<file path="src/rtl/wimax_pkg.sv">
// Shared WiMAX PHY constants and types: interleaver block size, QPSK amplitude, mapper pair state.
// Pure declarations; no timing or flow control.
package wimax_pkg;

  localparam int BLOCK_BITS = 192;

  typedef enum logic {FIRST = 1'b0, SECOND = 1'b1} pair_state_t;

  // round(0.7071 * 2^(width-1)), evaluated at elaboration only
  function automatic longint qpsk_amp(input int width);
    return (longint'(7071) * (longint'(1) << (width - 1)) + longint'(5000)) / longint'(10000);
  endfunction

  localparam int QPSK_AMP = int'(qpsk_amp(16));

endpackage

</file>
<file path="src/rtl/qpsk_symbol_lut.sv">
// Combinational Gray map of a bit pair {b_i, b_q} to QPSK I/Q; bit 0 -> +amp, bit 1 -> -amp.
// Zero latency, no flow control.
module qpsk_symbol_lut
  import wimax_pkg::*;
#(
  parameter int WIDTH = 16
) (
  input  logic [1:0]       bits,
  output logic [WIDTH-1:0] i_val,
  output logic [WIDTH-1:0] q_val
);

  localparam logic [WIDTH-1:0] POS = WIDTH'(qpsk_amp(WIDTH));
  localparam logic [WIDTH-1:0] NEG = WIDTH'(-qpsk_amp(WIDTH));

  always_comb begin
    i_val = bits[1] ? NEG : POS;
    q_val = bits[0] ? NEG : POS;
  end

endmodule

</file>
<file path="src/rtl/qpsk_mapper.sv">
// Serial bit to QPSK symbol mapper; symbol appears the cycle after its second bit is accepted.
// One-deep output register; ready_out drops only while holding a half pair behind a stalled symbol.
module qpsk_mapper
  import wimax_pkg::*;
#(
  parameter int WIDTH         = 16,
  parameter int BLOCK_SYMBOLS = BLOCK_BITS / 2
) (
  input  logic             clk,
  input  logic             reset,
  input  logic             bit_in,
  input  logic             valid_in,
  output logic             ready_out,
  output logic [WIDTH-1:0] i_out,
  output logic [WIDTH-1:0] q_out,
  output logic             valid_out,
  input  logic             ready_in,
  output logic             last_out
);

  localparam int CNT_W = $clog2(BLOCK_SYMBOLS);

  pair_state_t      state;
  logic             b0_reg;
  logic [CNT_W-1:0] sym_cnt;
  logic             bit_xfer;
  logic             sym_xfer;
  logic             load;
  logic             cnt_wrap;
  logic [WIDTH-1:0] lut_i;
  logic [WIDTH-1:0] lut_q;

  // A first bit can always be parked in b0_reg, so FIRST never blocks upstream
  assign ready_out = (state == FIRST) || !valid_out || ready_in;
  assign bit_xfer  = valid_in && ready_out;
  assign sym_xfer  = valid_out && ready_in;
  assign load      = bit_xfer && (state == SECOND);
  assign cnt_wrap  = (sym_cnt == CNT_W'(BLOCK_SYMBOLS - 1));

  qpsk_symbol_lut #(
    .WIDTH (WIDTH)
  ) u_lut (
    .bits  ({b0_reg, bit_in}),
    .i_val (lut_i),
    .q_val (lut_q)
  );

  always_ff @(posedge clk or posedge reset) begin
    if (reset) begin
      state  <= FIRST;
      b0_reg <= 1'b0;
    end else if (bit_xfer) begin
      if (state == FIRST) begin
        b0_reg <= bit_in;
        state  <= SECOND;
      end else begin
        state  <= FIRST;
      end
    end
  end

  always_ff @(posedge clk or posedge reset) begin
    if (reset) begin
      i_out     <= '0;
      q_out     <= '0;
      last_out  <= 1'b0;
      valid_out <= 1'b0;
    end else if (load) begin
      i_out     <= lut_i;
      q_out     <= lut_q;
      last_out  <= cnt_wrap;
      valid_out <= 1'b1;
    end else if (sym_xfer) begin
      valid_out <= 1'b0;
    end
  end

  always_ff @(posedge clk or posedge reset) begin
    if (reset) begin
      sym_cnt <= '0;
    end else if (load) begin
      sym_cnt <= cnt_wrap ? '0 : sym_cnt + 1'b1;
    end
  end

endmodule

</file>
<file path="config.mk">
export PLATFORM = sky130hd
export DESIGN_NAME = qpsk_mapper
export DESIGN_NICKNAME = d
export VERILOG_FILES = /design/src/rtl/wimax_pkg.sv /design/src/rtl/qpsk_symbol_lut.sv /design/src/rtl/qpsk_mapper.sv
export SDC_FILE = /design/constraint.sdc
export NUM_CORES = 1
export LEC_CHECK = 0
export ABC_AREA = 0
export BUFFER_PORTS_ARGS = -buffer_cell sky130_fd_sc_hd__buf_4
export CORE_AREA = 2 2 79 81
export CTS_BUF_LIST = sky130_fd_sc_hd__clkbuf_16
export CTS_CLUSTER_SIZE = 12
export DETAILED_ROUTE_END_ITERATION = 10
export DIE_AREA = 0 0 81 83
export SLEW_MARGIN = 25
export SYNTH_ARGS = -nofsm -noshare
export SYNTH_HDL_FRONTEND = slang
export SYNTH_HIERARCHICAL = 1
export SYNTH_SLANG_ARGS = --single-unit
</file>
<file path="constraint.sdc">
create_clock -name clk -period 3.05 [get_ports clk]
set_input_delay 0.1525 -clock clk [delete_from_list [all_inputs] [get_ports clk]]
set_output_delay 0.1525 -clock clk [all_outputs]
set_load 0.005 [all_outputs]
</file>
==> results.md <==
- Status: finished, final reports clean
- Main combinational cell family by area after synthesis: multiplexers
- Slowest-stage cell, CP: nor2_4
- Final Cycle Share: about three fifths
- Die area: 6720 um2
- CTS root buf: clkbuf_16
- Critical-path maximum fanout: 34
- Most frequent cells in the layout: dfrtp_1 (43), buf_4 (39), mux2_2 (34)
- Worst-Skew Late Latency: about 280 ps
- Fin cells: 242
- CP Buf/Inv Count: 0
- Post-synthesis sequential area ratio: a little over half
- Number of max-cap violations: 0
- Worst Skew: 5.75 ps
- CP Class: reg -> reg
- Max Slew Vio Count: 0
- Commonest non-fill, non-tap cell in the layout: dfrtp_1
- Post-synth cell types: 28
- Clock buffer count from CTS: 5
- Fmax: between 500 and 600 MHz
- DRT iter0 DRCs: 53
- Setup Viol. Count Final: 0
- Post-route setup TNS: 0 ps
- Critical Path AT: between 2000 and 2500 ps
- Placed Instance Area: approximately 2100 um2
- Data required, critical path: 3210 ps
- Synth Warn #: 6
- Tmin final: 1860 ps
- Critical Path End Type: flop
- Std cell rows: 28
- Post-Synth XOR/XNOR Area: less than 1%
- Netlist area before placement: 2000 um2
- Final instance area: about 2300 um2
- RSZ-0062 raised after global routing: no
- WL/cell: roughly 13 um
- Synth Area in Compound Gates: approximately 2.1%
- DP Cell Count: 234
- Mux cell area share after synthesis: 20.2%
- First drt pass iteration count: 4
- CP cell instances: nand2_2 -> nor2_4 -> mux2_2
- Mean Syn Cell Area: between 10 and 15 um2
- GPL Wtd Cong: 0.697
- Synth Area in Adders: less than 1%
- Share of cells above drive strength 1: between 50% and 60%
- R2R Setup Slk: between 1000 and 1500 ps
- Final wirelength: just over 3 mm
- Final antenna diode count: 0
- Vias/cell: 4.31
- Max clock buf depth: 2
- Routed Antenna Nets: 0
- Mapped Cells: roughly 150
- DRC viols: 0
- IO buf count: 39
- Synth-to-Final Area Change: 13.0%
- Fill cells: approximately 600
- Cts hold-fix bufs: 0
- Power, Total: 2060 uW
- Delay-heaviest family, CP: simple AND/OR/NAND/NOR gates
- Antenna violations before repair: 0
- Global-route wire length before repair: roughly 5.0 mm
- Vias: between 1000 and 1500
- Critical R2R Capture: q_out[0]
- Gr usage total: 9.80%
- Pwr Density: between 900 and 1000 nW/um2
- Final number of hold-violating endpoints: 0
- Biggest regs: i_out x16, q_out x16, sym_cnt x7
- Worst Hold Class: in -> async
- Setup crit start kind: flop
- Slew @ Worst Pin: between 900 and 1000 ps
- Final Util: between 30% and 40%
- Crit-path max cell delay: roughly 740 ps
- Die Ht: just over 80 um
- H-Tree Depth: 2
- PostCTS Resize Cnt: 0
- CTS tree: yes
- Nets: 172
- GRT overflow: 0
- FF-to-FF Start: state
- Post-synthesis register bit count: 43
- Clk sinks: 43
- Worst slew margin: roughly two fifths
- LEAKAGE: between 0.001 and 0.0015 uW
- Largest net degree at the start of global routing: 44
- Core ar.: between 5000 and 6000 um2
- Simple-Gate Fraction of Synth Area: 7.02%
- Die width: a little over 80 um
- Starting density of the core: between 30% and 40%
- Num ports: 40
- Vias in the first global route: slightly above 1000
- Worst-case reg-to-reg path depth: 3
- Worst-path clk slew: roughly 60 ps
- DPL Wire Length: 2.06 mm
- Peak supply drop: around 290 uV
- Post-CTS Setup Bufs: 0
==> cell usage after synthesis (all sizes together) <==
library cell	n	area [um2]
buf	35	275
conb	2	7.51
dfrtp	43	1080
ha	1	12.5
inv	6	22.5
mux2	34	383
mux2i	2	20.0
nand2	5	21.3
nand2b	1	6.26
nand3	2	10.0
nand4	1	6.26
nor2	3	18.8
nor2b	2	20.0
nor3	3	15.0
nor3b	1	7.51
nor4	1	21.3
o211ai	1	7.51
o21ai	5	25.0
o41ai	1	8.76
or3	1	6.26
or4	1	7.51
xor2	2	17.5
==> cell type report <==
cell class              count  area, um2  share of cell area (%)
clock buffers               5        125                    5.55
clock inverters             3       15.0                   0.666
inverters                   6       22.5                   0.999
multi-input cells          71        629                    27.9
flip-flops and latches     43       1080                    47.7
well taps                  75       93.8                    4.16
repair buffers             39        293                    13.0
==> report_power, final <==
part	switching [uW]	leakage, uW	internal, uW	total (uW)
Clock	206	0.0000649	297	503
Sequential	143	0.000499	792	935
Combinational	224	0.000443	399	623
Total	572	0.00101	1490	2060
==> worst max path at each step <==
| stage | start | endpoint | slack [ps] | depth (start not counted) |
|---|---|---|---|---|
| after floorplan | valid_out | i_out[0] | 1740 | 4 |
| after global placement | state | i_out[5] | 1160 | 3 |
| after detailed placement | state | q_out[2] | 1170 | 3 |
| after CTS | state | q_out[2] | 1150 | 3 |
| after global routing | state | i_out[7] | 1040 | 3 |
| final | state | q_out[0] | 1190 | 3 |
==> cell families (layout without fill, tap and decap cells) <==
| group | after synthesis | in the layout |
|---|---|---|
| buffers and inverters | 41 | 53 |
| AOI/OAI and AO/OA | 7 | 7 |
| DFF | 43 | 43 |
| adders and majority gates | 1 | 1 |
| and+or+nand+nor | 21 | 21 |
| muxes | 36 | 36 |
| xor gates and xnor gates | 2 | 2 |
| other | 2 | 4 |
==> layer usage <==
layer / share of wire [%] / vias up / wire, um / track usage (%)
li1: - / 503 / - / -
met1: 48 / 505 / 1500 / 13.0
met2: 44 / 29 / 1350 / 13.6
met3: 6.7 / 5 / 208 / 4.46
met4: 1.4 / 0 / 43 / 4.31
met5: 0 / - / 0 / 0
==> stage by stage <==
| step | hold WS, ps | setup slack [ps] |
|---|---|---|
| CTS | 115 | 1150 |
| global route | 133 | 1040 |
| finish | 69.6 | 1190 |
| floorplan | 277 | 1740 |
| global placement | 404 | 1160 |
| detailed placement | 414 | 1170 |
(Power assumes the default switching activity.)
